$ cat src/rtl/pipe_ctrl_sequencer_pkg.sv
// Shared types for the pipeline control sequencer.
//   seq_state_e    : sequencer FSM states (3-bit encoding)
//   run_req_e      : winning request in RUN after priority resolution
//   decode_run_req : fixed priority mem stall > flush > RAW stall > halt
package pipe_ctrl_sequencer_pkg;

    typedef enum logic [2:0] {
        ST_RUN      = 3'd0,
        ST_MEM_WAIT = 3'd1,
        ST_FLUSH    = 3'd2,
        ST_DRAIN    = 3'd3,
        ST_HALTED   = 3'd4,
        ST_ERROR    = 3'd5
    } seq_state_e;

    typedef enum logic [2:0] {
        REQ_NONE  = 3'd0,
        REQ_MEM   = 3'd1,
        REQ_FLUSH = 3'd2,
        REQ_RAW   = 3'd3,
        REQ_HALT  = 3'd4
    } run_req_e;

    // A memory access acknowledged in the same cycle it is requested does not
    // stall, so the lower-priority requests are still considered.
    function automatic run_req_e decode_run_req(
        input logic mem_req_e,
        input logic mem_ack,
        input logic ctrl_flush,
        input logic raw_stall,
        input logic halt_req
    );
        if (mem_req_e && !mem_ack) return REQ_MEM;
        if (ctrl_flush)            return REQ_FLUSH;
        if (raw_stall)             return REQ_RAW;
        if (halt_req)              return REQ_HALT;
        return REQ_NONE;
    endfunction

endpackage

$ cat src/rtl/pipe_ctrl_sequencer_if.sv
// Request/strobe bundle between the hazard unit, data memory and the sequencer.
//   requests : raw_stall, ctrl_flush, mem_req_E, mem_ack, halt_req, resume
//   strobes  : en_FD, en_DE, en_EW, clr_FD, clr_DE, halted, mem_err
//   counters : stall_cnt, flush_cnt (CNT_W bits)
//   master   : drives requests (hazard unit / memory side)
//   slave    : the sequencer, drives strobes and counters
interface pipe_ctrl_sequencer_if #(
    parameter int unsigned CNT_W = 16
);
    logic             raw_stall;
    logic             ctrl_flush;
    logic             mem_req_E;
    logic             mem_ack;
    logic             halt_req;
    logic             resume;
    logic             en_FD;
    logic             en_DE;
    logic             en_EW;
    logic             clr_FD;
    logic             clr_DE;
    logic             halted;
    logic             mem_err;
    logic [CNT_W-1:0] stall_cnt;
    logic [CNT_W-1:0] flush_cnt;

    modport master (
        output raw_stall, ctrl_flush, mem_req_E, mem_ack, halt_req, resume,
        input  en_FD, en_DE, en_EW, clr_FD, clr_DE, halted, mem_err,
        input  stall_cnt, flush_cnt
    );

    modport slave (
        input  raw_stall, ctrl_flush, mem_req_E, mem_ack, halt_req, resume,
        output en_FD, en_DE, en_EW, clr_FD, clr_DE, halted, mem_err,
        output stall_cnt, flush_cnt
    );
endinterface

$ cat src/rtl/pipe_ctrl_sequencer_sat_counter.sv
// Saturating up-counter used for the performance counters.
//   clk, rst : clock, asynchronous active-high reset (clears q)
//   inc      : count this cycle; caller must hold it low while saturate=1
//   q        : count value
//   saturate : q is at its maximum (all ones)
module sat_counter #(
    parameter int unsigned W = 16
) (
    input  logic         clk,
    input  logic         rst,
    input  logic         inc,
    output logic [W-1:0] q,
    output logic         saturate
);
    assign saturate = &q;

    always_ff @(posedge clk or posedge rst) begin
        if (rst) begin
            q <= '0;
        end else if (inc) begin
            q <= q + 1'b1;
        end
    end
endmodule

$ cat src/rtl/pipe_ctrl_sequencer.sv
// Pipeline control sequencer: merges RAW stall, control flush, the data-memory
// req/ack handshake and HLT into per-register enable/clear strobes for the
// FD/DE/EW pipeline registers. Strobes are combinational from state+requests.
//   clk, rst : pipeline clock, asynchronous active-high reset
//   bus      : slave side of pipe_ctrl_sequencer_if (requests in, strobes,
//              halted, mem_err and the stall/flush counters out)
module pipe_ctrl_sequencer
    import pipe_ctrl_sequencer_pkg::*;
#(
    parameter int unsigned MEM_TIMEOUT  = 16,
    parameter int unsigned FLUSH_CYCLES = 1,
    parameter int unsigned DRAIN_DEPTH  = 2,
    parameter int unsigned CNT_W        = 16
) (
    input logic                  clk,
    input logic                  rst,
    pipe_ctrl_sequencer_if.slave bus
);
    // One timer serves MEM_WAIT, FLUSH and DRAIN, so size it for the largest.
    localparam int unsigned TMAX_A = (MEM_TIMEOUT > FLUSH_CYCLES) ? MEM_TIMEOUT : FLUSH_CYCLES;
    localparam int unsigned TMAX   = (TMAX_A > DRAIN_DEPTH) ? TMAX_A : DRAIN_DEPTH;
    localparam int unsigned TW     = $clog2(TMAX + 1);
    localparam logic [TW-1:0] T_MEM_END   = TW'(MEM_TIMEOUT);
    localparam logic [TW-1:0] T_FLUSH_END = TW'(FLUSH_CYCLES - 1);
    localparam logic [TW-1:0] T_DRAIN_END = TW'(DRAIN_DEPTH - 1);

    seq_state_e    state_q, state_d;
    logic [TW-1:0] timer_q, timer_d;
    run_req_e      run_req;
    logic          en_fd, en_de, en_ew, clr_fd, clr_de, halted;
    logic          stall_inc, flush_inc, stall_sat, flush_sat;

    assign run_req = decode_run_req(bus.mem_req_E, bus.mem_ack, bus.ctrl_flush,
                                    bus.raw_stall, bus.halt_req);

    always_ff @(posedge clk or posedge rst) begin
        if (rst) begin
            state_q <= ST_RUN;
            timer_q <= '0;
        end else begin
            state_q <= state_d;
            timer_q <= timer_d;
        end
    end

    always_comb begin
        state_d   = state_q;
        timer_d   = timer_q;
        en_fd     = 1'b1;
        en_de     = 1'b1;
        en_ew     = 1'b1;
        clr_fd    = 1'b0;
        clr_de    = 1'b0;
        halted    = 1'b0;
        flush_inc = 1'b0;
        case (state_q)
            ST_RUN: begin
                case (run_req)
                    REQ_MEM: begin
                        {en_fd, en_de, en_ew} = '0;
                        state_d = ST_MEM_WAIT;
                        timer_d = TW'(1);
                    end
                    REQ_FLUSH: begin
                        {clr_fd, clr_de} = '1;
                        flush_inc = 1'b1;
                        if (FLUSH_CYCLES > 1) begin
                            state_d = ST_FLUSH;
                            timer_d = TW'(1);
                        end
                    end
                    REQ_RAW: begin
                        {en_fd, en_de} = '0;
                        clr_de = 1'b1;
                    end
                    REQ_HALT: begin
                        en_fd  = 1'b0;
                        clr_de = 1'b1;
                        // This cycle is the first drain bubble.
                        if (DRAIN_DEPTH > 1) begin
                            state_d = ST_DRAIN;
                            timer_d = TW'(1);
                        end else begin
                            state_d = ST_HALTED;
                        end
                    end
                    default: ;
                endcase
            end
            ST_MEM_WAIT: begin
                if (bus.mem_ack) begin
                    state_d = ST_RUN;
                end else begin
                    {en_fd, en_de, en_ew} = '0;
                    if (timer_q == T_MEM_END) state_d = ST_ERROR;
                    else                      timer_d = timer_q + TW'(1);
                end
            end
            ST_FLUSH: begin
                {clr_fd, clr_de} = '1;
                if (bus.ctrl_flush) begin
                    flush_inc = 1'b1;
                    timer_d   = TW'(1);
                end else if (timer_q >= T_FLUSH_END) begin
                    state_d = ST_RUN;
                end else begin
                    timer_d = timer_q + TW'(1);
                end
            end
            ST_DRAIN: begin
                en_fd  = 1'b0;
                clr_de = 1'b1;
                if (timer_q >= T_DRAIN_END) state_d = ST_HALTED;
                else                        timer_d = timer_q + TW'(1);
            end
            ST_HALTED: begin
                {en_fd, en_de, en_ew} = '0;
                halted = 1'b1;
                if (bus.resume) state_d = ST_RUN;
            end
            ST_ERROR: begin
                {en_fd, en_de, en_ew} = '0;
            end
            default: state_d = ST_RUN;
        endcase
        stall_inc = !en_fd && (state_q == ST_RUN || state_q == ST_MEM_WAIT);
        // Reset overrides everything: freeze and bubble all registers.
        if (rst) begin
            {en_fd, en_de, en_ew} = '0;
            {clr_fd, clr_de}      = '1;
            halted                = 1'b0;
            stall_inc             = 1'b0;
            flush_inc             = 1'b0;
        end
    end

    assign bus.en_FD   = en_fd;
    assign bus.en_DE   = en_de;
    assign bus.en_EW   = en_ew;
    assign bus.clr_FD  = clr_fd;
    assign bus.clr_DE  = clr_de;
    assign bus.halted  = halted;
    assign bus.mem_err = (state_q == ST_ERROR);

    sat_counter #(.W(CNT_W)) u_stall_cnt (
        .clk      (clk),
        .rst      (rst),
        .inc      (stall_inc && !stall_sat),
        .q        (bus.stall_cnt),
        .saturate (stall_sat)
    );

    sat_counter #(.W(CNT_W)) u_flush_cnt (
        .clk      (clk),
        .rst      (rst),
        .inc      (flush_inc && !flush_sat),
        .q        (bus.flush_cnt),
        .saturate (flush_sat)
    );
endmodule

$ cat src/flat_wrapper.sv
// flat-port wrapper written by rule: the top's interface ports become plain ports
module pipe_ctrl_sequencer_flat import pipe_ctrl_sequencer_pkg::*;
#(
    parameter int unsigned MEM_TIMEOUT  = 16,
    parameter int unsigned FLUSH_CYCLES = 1,
    parameter int unsigned DRAIN_DEPTH  = 2,
    parameter int unsigned CNT_W        = 16
)
  (clk, rst, bus_raw_stall, bus_ctrl_flush, bus_mem_req_E, bus_mem_ack, bus_halt_req, bus_resume, bus_en_FD, bus_en_DE, bus_en_EW, bus_clr_FD, bus_clr_DE, bus_halted, bus_mem_err, bus_stall_cnt, bus_flush_cnt);
  pipe_ctrl_sequencer_if #(.CNT_W(CNT_W)) bus_i ();
  input logic clk;
  input logic rst;
  input wire logic [$bits(bus_i.raw_stall)-1:0] bus_raw_stall;
  input wire logic [$bits(bus_i.ctrl_flush)-1:0] bus_ctrl_flush;
  input wire logic [$bits(bus_i.mem_req_E)-1:0] bus_mem_req_E;
  input wire logic [$bits(bus_i.mem_ack)-1:0] bus_mem_ack;
  input wire logic [$bits(bus_i.halt_req)-1:0] bus_halt_req;
  input wire logic [$bits(bus_i.resume)-1:0] bus_resume;
  output wire logic [$bits(bus_i.en_FD)-1:0] bus_en_FD;
  output wire logic [$bits(bus_i.en_DE)-1:0] bus_en_DE;
  output wire logic [$bits(bus_i.en_EW)-1:0] bus_en_EW;
  output wire logic [$bits(bus_i.clr_FD)-1:0] bus_clr_FD;
  output wire logic [$bits(bus_i.clr_DE)-1:0] bus_clr_DE;
  output wire logic [$bits(bus_i.halted)-1:0] bus_halted;
  output wire logic [$bits(bus_i.mem_err)-1:0] bus_mem_err;
  output wire logic [$bits(bus_i.stall_cnt)-1:0] bus_stall_cnt;
  output wire logic [$bits(bus_i.flush_cnt)-1:0] bus_flush_cnt;
  assign bus_i.raw_stall = bus_raw_stall;
  assign bus_i.ctrl_flush = bus_ctrl_flush;
  assign bus_i.mem_req_E = bus_mem_req_E;
  assign bus_i.mem_ack = bus_mem_ack;
  assign bus_i.halt_req = bus_halt_req;
  assign bus_i.resume = bus_resume;
  assign bus_en_FD = bus_i.en_FD;
  assign bus_en_DE = bus_i.en_DE;
  assign bus_en_EW = bus_i.en_EW;
  assign bus_clr_FD = bus_i.clr_FD;
  assign bus_clr_DE = bus_i.clr_DE;
  assign bus_halted = bus_i.halted;
  assign bus_mem_err = bus_i.mem_err;
  assign bus_stall_cnt = bus_i.stall_cnt;
  assign bus_flush_cnt = bus_i.flush_cnt;
  pipe_ctrl_sequencer #(.MEM_TIMEOUT(MEM_TIMEOUT), .FLUSH_CYCLES(FLUSH_CYCLES), .DRAIN_DEPTH(DRAIN_DEPTH), .CNT_W(CNT_W)) u_core (.clk(clk), .rst(rst), .bus(bus_i));
endmodule
$ cat config.mk
export PLATFORM = sky130hd
export DESIGN_NAME = pipe_ctrl_sequencer_flat
export DESIGN_NICKNAME = d
export VERILOG_FILES = /design/src/rtl/pipe_ctrl_sequencer_pkg.sv /design/src/rtl/pipe_ctrl_sequencer_if.sv /design/src/rtl/pipe_ctrl_sequencer_sat_counter.sv /design/src/rtl/pipe_ctrl_sequencer.sv /design/src/flat_wrapper.sv
export SDC_FILE = /design/constraint.sdc
export NUM_CORES = 1
export LEC_CHECK = 0
export CELL_PAD_IN_SITES_DETAIL_PLACEMENT = 0
export CELL_PAD_IN_SITES_GLOBAL_PLACEMENT = 2
export CORE_MARGIN = 2
export CORE_UTILIZATION = 35
export CTS_CLUSTER_SIZE = 12
export DETAILED_ROUTE_END_ITERATION = 7
export DONT_BUFFER_PORTS = 1
export PLACE_DENSITY = 0.8
export SLEW_MARGIN = 30
export SYNTH_ARGS = -nofsm -noshare
export SYNTH_HDL_FRONTEND = slang
export SYNTH_SLANG_ARGS = --single-unit
$ cat constraint.sdc
create_clock -name clk -period 5.28 [get_ports clk]
set_input_delay 0.264 -clock clk [delete_from_list [all_inputs] [get_ports clk]]
set_output_delay 0.264 -clock clk [all_outputs]
set_load 0.005 [all_outputs]
======== Word-level counts from Yosys, hierarchy flattened ========
Cells that the tools add are included.
storage, ports and cells
  bits in registers ....................... 40
  bits in latches ......................... 0
  RAM bits ................................ 0
  ROM bits ................................ 0
  input port bits ......................... 8
  output and inout port bits .............. 39
  logic and storage cells ................. 107
  memories kept ........................... 0
cells by class
  $add $sub $neg .......................... 3
  $mul .................................... 0
  div/mod/pow operators ................... 0
  magnitude comparators ................... 2
  equality and inequality tests ........... 21
  shifts and indexed selects .............. 0
  multiplexer cells ....................... 54
  bitwise logic cells ..................... 1
  reductions and logical operators ........ 22
operator list
  operator                 number
  $mux W3                  14
  $add A16 B1 Y16 const B  2
  $reduce_and A16 Y1       2
  $mux W5                  6
  $mux W1                  25
  $pmux W5 S4              1
  $pmux W3 S6              1
  $eq A3 B2 Y1 const B     4
  $ne A2 B2 Y1 const B     6
  $ge A5 B1 Y1 const B     2
  $eq A3 B3 Y1 const B     3
  $pmux W1 S3              3
  $reduce_or A3 Y1         3
  $reduce_or A2 Y1         4
  $reduce_and A7 Y1        1
  $eq A3 B1 Y1 const B     2
  $ne A3 B3 Y1 const B     2
  $pmux W1 S2              3
  $pmux W3 S2              1
  $reduce_and A6 Y1        1
  $add A5 B1 Y5 const B    1
  $eq A5 B5 Y1 const B     1
  $logic_and A1 B1 Y1      4
  $logic_not A1 Y1         4
  other kinds (6)          7

======== Depth between registers and ports, before layout ========
  depth in word-level cells ............... 21
  depth in mapped cells ................... 7
  gate-level depth less buffers ........... 7

======== By module ========
Synthesis repeated with hierarchy kept, for this count alone.
unflattened totals
  cells, all modules ...................... 210
  area, all modules ....................... 2,222.1 sq um
modules (own cells, without submodules)
  module                             instances  cells an instance  area an instance (sq um)  sequential area each (sq um)
  sat_counter at u_core.u_flush_cnt  1          62                 757.0                     400.4
  pipe_ctrl_sequencer                1          87                 738.2                     200.2
  sat_counter at u_core.u_stall_cnt  1          61                 726.9                     400.4

======== Least setup slack after synthesis ========
No wires, ideal clock.
  path kind ............................... input to register
  start point ............................. in rst
  end point ............................... reg u_core.u_flush_cnt.q[13]
  setup time .............................. 79 ps
  arrival time ............................ 2,331 ps
  data required time ...................... 5,201 ps
  slack ................................... 2,870 ps
  stages on the path ...................... 5
  buffers on the path ..................... 0
  cell sequence ........................... inv_1 o2111ai_1 or4b_1 nor2_1 xor2_1
on the way
  cells in the longest elaborated chain, start to end .. 2
ends and longest elaborated chain
  what                    RTL line                               RTL
  start: declaration      flat_wrapper.sv:12                     input logic rst;
  $mux W1                 pipe_ctrl_sequencer.sv:128             if (rst) begin
  $logic_and A1 B1 Y1     pipe_ctrl_sequencer.sv:156             .inc (flush_inc && !flush_sat),
  end signal: assignment  pipe_ctrl_sequencer_sat_counter.sv:21  q <= q + 1'b1;
  end: declaration        pipe_ctrl_sequencer_sat_counter.sv:12  output logic [W-1:0] q,
Every way passes these cells.
A chain may end at the register's enable or synchronous reset.

======== Worst setup path after layout ========
  start point ............................. reg u_core.state_q[0]
  end point ............................... reg u_core.timer_q[2]
on the way
  cells in the longest elaborated chain, start to end .. 3
  elaborated cells on any way between the ends .. 12
  classes of those cells .................. 8 x eq/ne; 1 x mux; 3 x reduce/logical
ends and longest elaborated chain
  what                                                         RTL line                   RTL
  start: declaration                                           pipe_ctrl_sequencer.sv:27  seq_state_e state_q, state_d;
  start signal: assignment                                     pipe_ctrl_sequencer.sv:41  state_q <= state_d;
  $eq A3 B2 Y1, or another cell as far along                   pipe_ctrl_sequencer.sv:56  case (state_q)
  $ne A3 B3 Y1 (no source line), or another cell as far along  n/a
  $reduce_and A6 Y1 (no source line)                           n/a
  end signal: assignment                                       pipe_ctrl_sequencer.sv:42  timer_q <= timer_d;
  end: declaration                                             pipe_ctrl_sequencer.sv:28  logic [TW-1:0] timer_q, timer_d;
Several ways; a longest one is shown, not always the timed one.

==> run_results.csv <==
group,metric,value,unit
floorplan,die-area,6900,sq um
global_routing,grt_pass1_vias,1643,
synth,synth_seq_area_share,45.7,%
clock_tree,cts_resized,0,
drt,dr_total_vias,1678,
critical_path,critPathBufInv,0,
critical_path,critical_path_arrival,2.52,ns
clock_tree,cts_max_level,2,
drt,wire_per_inst,15.5,microns
sta,fin_crit_sh,44.4,%
global_routing,grt_usage,14.5,%
global_routing,grt_pass1_wl,8.26,mm
synth,syn_area,2190,sq um
synth,synth_edf_count,0,
drt,drt_iter0_drc,78,
synth,postSynthAreaPerCell,9.69,sq um
finish,nNetsFinal,241,
placed_design,dpl.hpwl,3.37,mm
floorplan,die_h,83.1,microns
synth,syn_nets,239,
flow_run,drv_cap,0,
critical_path,crit_family,"compound AO/OA/AOI/OAI gates",
critical_path,r2r_slack,2.93,ns
drt,ant_nets,0,
critical_path,worst_setup_path_start_kind,"flip-flop",
drt,drt-pass1-iter-count,6,
min_path,hold_path_class,"in2reg",
critical_path,cp-end-kind,"flip-flop",
pwr,internal_power,0.608,mW
critical_path,r2r-start,"u_core.state_q[0]$_DFFE_PP0P_",
critical_path,r2r-end,"u_core.timer_q[2]$_DFFE_PP0P_",
synth,synthFlopType,"dfrtp_1",
critical_path,cp_max_fo,18,
drt,finalWirelength,4.70,mm
critical_path,cp_num_cells,5,
pwr,p_per_area,415,nW/um^2
finish,syn_to_final_growth,7.60,%
placed_design,place_congestion,0.795,
critical_path,cp_cell_sequence,"nor4b_2 > a22oi_2 > a2111oi_4 > a21bo_4 > a221o_1",
clock_tree,cts_tree,"done",
critical_path,crit_type,"reg2reg",
pwr,peakVddDrop,0.000179,V
sta,final.min_clock_period,2.35,ns
pwr,p_sw,0.371,mW
synth,async_flop_share,100,%
synth,yosys_warnings,0,
clock_tree,clk_pin_slew,0.07,ns
sta,finalSetupTns,0,ns
drt,drc,0,
finish,drive_above_1_share,6.55,%
sta,worst_pin_slew,0.667,ns
sta,finClkSkew,0.00781,ns
critical_path,crit_start,"u_core.state_q[0]$_DFFE_PP0P_",
pwr,p_seq_share,49.6,%
critical_path,ff2ff_path_depth,5,
sta,hold_viol,0,
clock_tree,cts_buffers,5,
global_routing,grt_max_degree,29,
synth,synthCells,226,
clock_tree,postCtsSetupBuffers,0,
synth,synth_cell_types,40,
finish,fin_util,39.3,%
global_routing,antenna_found_initial,0,
placed_design,port_buffers,0,
critical_path,slowest_delay,0.67,ns
sta,slew_violations,0,
min_path,whs_path_depth,3,
sta,setup_violations,0,
critical_path,worstPathRequired,5.45,ns
floorplan,die_w,83.1,microns
finish,diodes,0,
floorplan,core,5990,sq um
sta,rsz0062_at_grt,"no",
synth,ys_ff_latch,40,
sta,fmaxAchievable,0.426,GHz
clock_tree,clockRootBuffer,"clkbuf_8",
pwr,p_sw_share,37.9,%
floorplan,core.rowCount,28,
pwr,power_frac_comb,29.2,%
clock_tree,clockBufferDepth,2,
pwr,pwr-share-clk,21.2,%
critical_path,crit_path_end,"u_core.timer_q[2]$_DFFE_PP0P_",
clock_tree,clock-sinks,40,
sta,maxSlewHeadroom,55.2,%
floorplan,start_util,36.5,%
global_routing,overflow,0,
critical_path,cpMaxStageDelayCell,"dfrtp_1",
pwr,p_leak,1.06,nW
clock_tree,postCtsHoldBufs,1,
run_status,outcome,"complete, no violations",
floorplan,io_pins,47,
drt,vias_per_cell,5.52,
clock_tree,clock_latency,0.28,ns
cell usage in the layout (no fill, tap or decap), types with 2 or more instances in the layout:
| cell type | netlist | layout |
|---|---|---|
| nand2_1 | 20 | 20 |
| nor3_1 | 20 | 20 |
| o21ai_0 | 3 | 3 |
| xor2_1 | 22 | 22 |
| nand2b_1 | 3 | 3 |
| nor2_1 | 18 | 18 |
| clkbuf_1 | 4 | 2 |
| clkbuf_8 | 0 | 6 |
| mux2_2 | 2 | 2 |
| inv_1 | 11 | 10 |
| xnor2_1 | 8 | 8 |
| nand4_1 | 13 | 13 |
| a221o_1 | 3 | 3 |
| and3_1 | 4 | 4 |
| nand3_1 | 12 | 12 |
| a21oi_1 | 7 | 7 |
| ha_1 | 5 | 5 |
| nor4_1 | 7 | 7 |
| buf_4 | 3 | 2 |
| dfrtp_1 | 40 | 40 |
logic make-up after synthesis:
| logic type | synth area share, % |
|---|---|
| simple gates | 24.3 |
| flops | 45.7 |
| xor+xnor | 12.0 |
| compound gates | 9.83 |
| buf+inv | 3.83 |
| fa+ha+maj | 2.86 |
| mux | 1.49 |
cells in the mapped netlist (all sizes together) (2+ instances only):
library cell	n	share of area (%)
nand2b	3	0.86
nand3	12	2.7
nor4b	2	1.1
xor2	22	8.8
xnor2	8	3.2
nor4	8	2.6
clkbuf	4	0.69
nor3	20	4.6
nand4	13	3.7
a21oi	7	1.6
dfrtp	40	46
ha	5	2.9
mux2	2	1.0
and3	4	1.1
o21ai	3	0.69
nor2	18	3.1
inv	11	1.9
buf	4	1.3
a221o	3	1.4
nand2	20	3.4
metal layers:
metal,vias up,share of wire [%],wire length (microns),global-route usage (%)
met5,-,0,0,0
met4,0,0.60,28,4.02
met3,2,6.8,318,5.17
met2,49,46,2160,21.8
met1,812,47,2190,19.7
li1,815,-,-,-
sequential cells by signal (all words and copies together) (netlist names):
signal and flops:
u_core.u_stall_cnt.q 16, u_core.state_q 3, u_core.timer_q 5, u_core.u_flush_cnt.q 16
final cells by class:
type	count	area, sq um
inverter	11	41.3
multi-input combinational	167	1100
timing repair buffer	3	25.0
clock buffer	8	90.1
tap	75	93.8
sequential	40	1000
fill	607	3630
how the worst min path moves through the flow:
| stage | to | slack (ns) | from |
|---|---|---|---|
| 6_report | u_core.state_q[2]$_DFFE_PP0P_ | 0.22 | bus_resume |
| 5_1_grt | u_core.state_q[2]$_DFFE_PP0P_ | 0.21 | bus_resume |
| 4_1_cts | u_core.state_q[2]$_DFFE_PP0P_ | 0.20 | bus_resume |
| 3_5_place_dp | u_core.state_q[1]$_DFFE_PP0P_ | 0.15 | rst |
| 3_3_place_gp | u_core.state_q[1]$_DFFE_PP0P_ | 0.15 | rst |
| 2_1_floorplan | u_core.state_q[2]$_DFFE_PP0P_ | 0.46 | bus_resume |
power by group through the flow:
stage               Sequential, mW  Combinational (mW)  Clock (mW)
global placement             0.493               0.291           0
global route                 0.501               0.329       0.233
floorplan                    0.441               0.277           0
CTS                          0.485               0.290       0.220
detailed placement           0.492               0.287           0
finish                       0.485               0.286       0.207
per-stage QoR:
| step | hold WS (ns) | std cells | setup WS [ns] | area [sq um] | power [mW] |
|---|---|---|---|---|---|
| after global routing | 0.210 | 304 | 2.70 | 2360 | 1.06 |
| final | 0.215 | 304 | 2.93 | 2360 | 0.979 |
| after CTS | 0.199 | 304 | 2.90 | 2360 | 0.995 |
| after global placement | 0.152 | 295 | 2.94 | 2260 | 0.784 |
| after detailed placement | 0.155 | 295 | 2.94 | 2260 | 0.779 |
| after floorplan | 0.457 | 226 | 2.87 | 2190 | 0.718 |
worst min-delay path, cell delays in order:
cell and delay [ns]:
a21oi_1 0.04, nand2_1 0.07, o41ai_1 0.08
(Power assumes the default switching activity.)
